===== src/rtl/alu_dmem_if.sv =====
// Operand/control bundle between an issuing stage and the ALU + data-memory unit.
interface alu_dmem_if;
    logic [5:0]  opcode;
    logic [5:0]  funct;
    logic [4:0]  shamt;
    logic [31:0] in1;
    logic [31:0] in2;
    logic [31:0] store_data;
    logic [31:0] mem_addr;
    logic [31:0] result;
    logic [31:0] difference;
    logic        rw;
    logic [31:0] mem_out;

    modport master (
        output opcode, funct, shamt, in1, in2, store_data, mem_addr,
        input  result, difference, rw, mem_out
    );

    modport slave (
        input  opcode, funct, shamt, in1, in2, store_data, mem_addr,
        output result, difference, rw, mem_out
    );
endinterface


===== src/rtl/alu_dmem_unit.sv =====
// Combinational MIPS-subset ALU with a word-addressed data memory:
// asynchronous read, write on SW at the clock edge, synchronous clear on reset.
module alu_dmem_unit #(
    parameter int DEPTH = 64
) (
    input  logic       clk,
    input  logic       reset,
    alu_dmem_if.slave  bus
);
    localparam int AW = $clog2(DEPTH);

    localparam logic [5:0] OP_R   = 6'b000000;
    localparam logic [5:0] OP_LW  = 6'b100011;
    localparam logic [5:0] OP_SW  = 6'b101011;
    localparam logic [5:0] OP_BEQ = 6'b000100;
    localparam logic [5:0] OP_BNE = 6'b000101;

    localparam logic [5:0] F_ADD = 6'b100000;
    localparam logic [5:0] F_SUB = 6'b100010;
    localparam logic [5:0] F_AND = 6'b100100;
    localparam logic [5:0] F_OR  = 6'b100101;
    localparam logic [5:0] F_SRL = 6'b000010;
    localparam logic [5:0] F_SLL = 6'b000000;

    logic [31:0]   mem_q [DEPTH];
    logic [AW-1:0] idx;
    logic [31:0]   sum, diff, alu_res;
    logic          rw_raw, wr_en;
    logic          unused_addr_bits;

    // Only the word index is decoded; byte offset and upper bits wrap.
    assign idx              = bus.mem_addr[AW+1:2];
    assign unused_addr_bits = ^{bus.mem_addr[31:AW+2], bus.mem_addr[1:0]};

    always_comb begin
        sum     = bus.in1 + bus.in2;
        diff    = bus.in1 - bus.in2;
        alu_res = '0;
        rw_raw  = 1'b0;
        wr_en   = 1'b0;
        case (bus.opcode)
            OP_R: begin
                rw_raw = 1'b1;
                case (bus.funct)
                    F_ADD:   alu_res = sum;
                    F_SUB:   alu_res = diff;
                    F_AND:   alu_res = bus.in1 & bus.in2;
                    F_OR:    alu_res = bus.in1 | bus.in2;
                    F_SRL:   alu_res = bus.in2 >> bus.shamt;
                    F_SLL:   alu_res = bus.in2 << bus.shamt;
                    default: rw_raw  = 1'b0;
                endcase
            end
            OP_LW: begin
                alu_res = sum;
                rw_raw  = 1'b1;
            end
            OP_SW: begin
                alu_res = sum;
                wr_en   = 1'b1;
            end
            OP_BEQ, OP_BNE: alu_res = diff;
            default: ;
        endcase
    end

    assign bus.result     = alu_res;
    assign bus.difference = diff;
    assign bus.rw         = rw_raw & ~reset;
    assign bus.mem_out    = mem_q[idx];

    // Reset takes priority, so a SW presented during reset is dropped.
    always_ff @(posedge clk) begin
        if (reset) begin
            for (int i = 0; i < DEPTH; i++) mem_q[i] <= '0;
        end else if (wr_en) begin
            mem_q[idx] <= bus.store_data;
        end
    end
endmodule


===== src/flat_wrapper.sv =====
// flat-port wrapper written by rule: the top's interface ports become plain ports
module alu_dmem_unit_flat 
#(
    parameter int DEPTH = 64
)
  (clk, reset, bus_opcode, bus_funct, bus_shamt, bus_in1, bus_in2, bus_store_data, bus_mem_addr, bus_result, bus_difference, bus_rw, bus_mem_out);
  alu_dmem_if bus_i ();
  input  logic clk;
  input  logic reset;
  input wire logic [$bits(bus_i.opcode)-1:0] bus_opcode;
  input wire logic [$bits(bus_i.funct)-1:0] bus_funct;
  input wire logic [$bits(bus_i.shamt)-1:0] bus_shamt;
  input wire logic [$bits(bus_i.in1)-1:0] bus_in1;
  input wire logic [$bits(bus_i.in2)-1:0] bus_in2;
  input wire logic [$bits(bus_i.store_data)-1:0] bus_store_data;
  input wire logic [$bits(bus_i.mem_addr)-1:0] bus_mem_addr;
  output wire logic [$bits(bus_i.result)-1:0] bus_result;
  output wire logic [$bits(bus_i.difference)-1:0] bus_difference;
  output wire logic [$bits(bus_i.rw)-1:0] bus_rw;
  output wire logic [$bits(bus_i.mem_out)-1:0] bus_mem_out;
  assign bus_i.opcode = bus_opcode;
  assign bus_i.funct = bus_funct;
  assign bus_i.shamt = bus_shamt;
  assign bus_i.in1 = bus_in1;
  assign bus_i.in2 = bus_in2;
  assign bus_i.store_data = bus_store_data;
  assign bus_i.mem_addr = bus_mem_addr;
  assign bus_result = bus_i.result;
  assign bus_difference = bus_i.difference;
  assign bus_rw = bus_i.rw;
  assign bus_mem_out = bus_i.mem_out;
  alu_dmem_unit #(.DEPTH(DEPTH)) u_core (.clk(clk), .reset(reset), .bus(bus_i));
endmodule

===== config.mk =====
export PLATFORM = sky130hd
export DESIGN_NAME = alu_dmem_unit_flat
export DESIGN_NICKNAME = d
export VERILOG_FILES = /design/src/rtl/alu_dmem_if.sv /design/src/rtl/alu_dmem_unit.sv /design/src/flat_wrapper.sv
export SDC_FILE = /design/constraint.sdc
export NUM_CORES = 2
export LEC_CHECK = 0
export CAP_MARGIN = 40
export CORE_MARGIN = 4
export CORE_UTILIZATION = 62
export DETAILED_ROUTE_END_ITERATION = 6
export PLACE_DENSITY = 0.77
export SLEW_MARGIN = 30
export SYNTH_ARGS = -nofsm -noshare
export SYNTH_HDL_FRONTEND = slang
export SYNTH_SLANG_ARGS = --single-unit

===== constraint.sdc =====
create_clock -name clk -period 6.8 [get_ports clk]
set_input_delay 1.36 -clock clk [delete_from_list [all_inputs] [get_ports clk]]
set_output_delay 1.36 -clock clk [all_outputs]
set_load 0.05 [all_outputs]

==> impl_metrics.toml <==
[run_status]
outcome = "finished with violations"
violations = "design-rule violations"

[grt]
grt_max_degree = 67
use_met1_pct = 54.8
grt_use_total_pct = 40.9
grt_pass1_wl_um = 481000
gr-usage-met3_pct = 13.4
antenna_found_initial = 24
grt_pass1_vias = 67200
met2_usage_pct = 59.8
overflow = 0
grt_busiest_layer = "met2"

[placement]
gp_congestion = 0.985
place_ws_ps = -210
hpwl_um = 212000
numPortBuffers = 217
placed_area_mm2 = 0.104

[critical_path]
arrival_ps = 5340
cp-startpoint = "bus_in2[2]"
crit_type = "in2out"
cp_data_required_time_ps = 5440
worstSetupStartpointType = "input port"
path_max_fanout = 7
crit_path_end_kind = "output port"

[pwr]
finalPower_mw = 28.6
p_int_mw = 21.3
p_seq_share_pct = 51.3
p_comb_share_pct = 11.5
power_frac_clock_pct = 37.2
power_leakage_nw = 39.3
power.density_mw_per_mm2 = 258
p_sw_mw = 7.29
switching_share_pct = 25.5
ir_drop_mv = 0.266

[sta]
fmax_mhz = 149
hold_viol = 0
timing.final.crit_share_pct = 98.5
drv_slew = 0
slew_headroom_pct = 36.3
setup_viol = 0
period_needed_ps = 6700
finalSetupTns_ps = 0
worst_pin_slew_ps = 952
worst_slack_ps = 103
grt_setup_unrepaired = "true"

[floorplanning]
die_h_um = 404
start_util_pct = 62.7
ios = 244
die-area_mm2 = 0.163
core_mm2 = 0.155
std_cell_rows = 144
die_x_um = 404

[flow_run]
max_cap_viol_count = 0

[yosys]
synth_top_area_cell = "edfxtp_1"
synth_area_mm2 = 0.0971
synthTopCellsByCount = "2,053 x and2_1, 2,048 x edfxtp_1, 660 x clkbuf_1, 597 x a22oi_1, 238 x a221oi_1"
yosysSeqAreaShare_pct = 63.3
syn_nets = 7891
synth_edf_count = 2048
ys_ff_latch = 2048
async_reset_ff_share_pct = 0
syn_area_per_cell_um2 = 12.7
synth_top_area_share_pct = 63.3
syn_inst = 7640
synthTopCellsByArea = "edfxtp_1 63%, and2_1 13%, a22oi_1 4.6%"
yosys_warnings = 0
synthFlopType = "edfxtp_1"
synth.most_common_cell = "and2_1"
yosysUniqueCellTypes = 87

[clocking]
cts_sinks = 2048
clockRootBuffer = "clkbuf_16"
path_clk_slew_ps = 60
cts_buffers = 198
cts_tree = "built"
cts_htree_levels = 4
clockBufferDepth = 3

[worst_hold_path]
min-delay-start = "bus_store_data[11]"
hp-class = "in2reg"

[routing]
wire_per_inst_um = 33.8
firstDrtPassIters = 7
ant_nets = 0
viasPerCell = 6.98
wl_um = 341000
drtIter0Drc = 11800
drc = 11
vias = 70200

[finish]
drive_gt1_share_pct = 14.6
area_growth_syn_to_layout_pct = 14.1
reg.largest.list = "u_core.mem_q (2048)"
fillerInstances = 10200
utilization_pct = 71.5
largest_register_ff_count = 2048
nets = 8096
top_register = "u_core.mem_q"
final_cell_area_mm2 = 0.111
power by group through the flow:
stage / clock network [mW] / logic, mW / registers (mW)
after floorplan: 0 / 1.63 / 14.9
after global placement: 0 / 3.13 / 14.9
after detailed placement: 0 / 3.16 / 14.9
after CTS: 10.6 / 3.18 / 14.7
after global routing: 11.2 / 3.37 / 14.7
final: 10.7 / 3.29 / 14.7
kinds of logic (layout without fill, tap and decap cells):
group / count (synthesis) / in the layout / share of synthesized area, %
AO/OA/AOI/OAI: 1749 / 1749 / 13.3
AND/OR/NAND/NOR: 2663 / 2663 / 16.4
other: 0 / 10 / 0
multiplexers: 137 / 137 / 1.79
buffers and inverters: 900 / 1267 / 3.53
adder cells (fa/ha/maj): 104 / 104 / 1.35
XOR/XNOR: 39 / 39 / 0.352
flip-flops: 2048 / 2048 / 63.3
layer usage:
metal  wire length (um)  vias up
li1                   -    28900
met1             118000    34500
met2             149000     5875
met3              52500      917
met4              20500        8
met5                 51        -
critical path, stage by stage:
cell             delay, ps
clkdlybuf4s50_1        490
inv_1                   70
ha_1                   330
buf_4                  160
buf_4                  160
nor2b_1                350
o21ai_1                170
a311o_1                410
a31oi_4                300
nor3_2                 120
nor2_8                 150
a41oi_2                130
or4b_1                 510
a32oi_2                290
buf_4                  200
buf_12                 130
cell type report:
type                       count  area, um^2  area share (%)
clock buffer                 251        5170            4.67
tap                         2044        2560            2.31
clock inverter               111        1060           0.953
inverter                     115         432           0.389
sequential                  2048       61500            55.5
antenna                       10        25.0          0.0226
multi-input combinational   4692       32600            29.4
timing repair buffer         790        7510            6.78
cells in the final DEF (no fill, tap or decap), types with 11 or more instances in the layout:
| cell | instances |
|---|---|
| o21bai_1 | 11 |
| clkbuf_16 | 199 |
| clkinv_2 | 27 |
| clkbuf_1 | 52 |
| a21o_1 | 18 |
| a31oi_1 | 230 |
| a211oi_1 | 21 |
| buf_4 | 539 |
| nor2_1 | 124 |
| o22ai_1 | 26 |
| o31ai_1 | 11 |
| buf_2 | 38 |
| clkinv_1 | 57 |
| nand2b_1 | 19 |
| nand2_1 | 127 |
| o221ai_1 | 11 |
| mux2_2 | 14 |
| a211o_1 | 13 |
| a22o_1 | 221 |
| ha_1 | 101 |
| mux4_2 | 28 |
| and2_1 | 2053 |
| nor4_1 | 46 |
| o211ai_1 | 16 |
| xnor2_1 | 35 |
| o21ai_0 | 104 |
| nor3_1 | 16 |
| nor2_2 | 61 |
| bufinv_16 | 11 |
| or2_2 | 58 |
| a221oi_1 | 238 |
| a21oi_1 | 147 |
| inv_1 | 112 |
| nand4_1 | 46 |
| mux2i_1 | 95 |
| edfxtp_1 | 2048 |
| clkdlybuf4s50_1 | 95 |
| buf_12 | 104 |
| nand3_1 | 32 |
| a22oi_1 | 597 |
final timing paths:
kind                                                  to  slack [ps]  cells after the start
worst max-delay path                      bus_result[28]         100                     16
worst min-delay path  u_core.mem_q[37][11]$_SDFFCE_PN0P_        1070                      3
through the flow:
stage	hold slack, ps	std cells
final	1070	10100
after global routing	1070	10100
after CTS	1300	10000
after detailed placement	2180	9676
after global placement	2200	9662
after floorplan	1820	7640
what timing repair did:
action                     in CTS  in global routing
setup endpoints to repair       2                  8
hold buffers                    0                  0
pin swaps                       0                  4
setup buffers                   0                  1
resized for setup               7                 11
No activity file was read; power rests on OpenSTA's default activity.
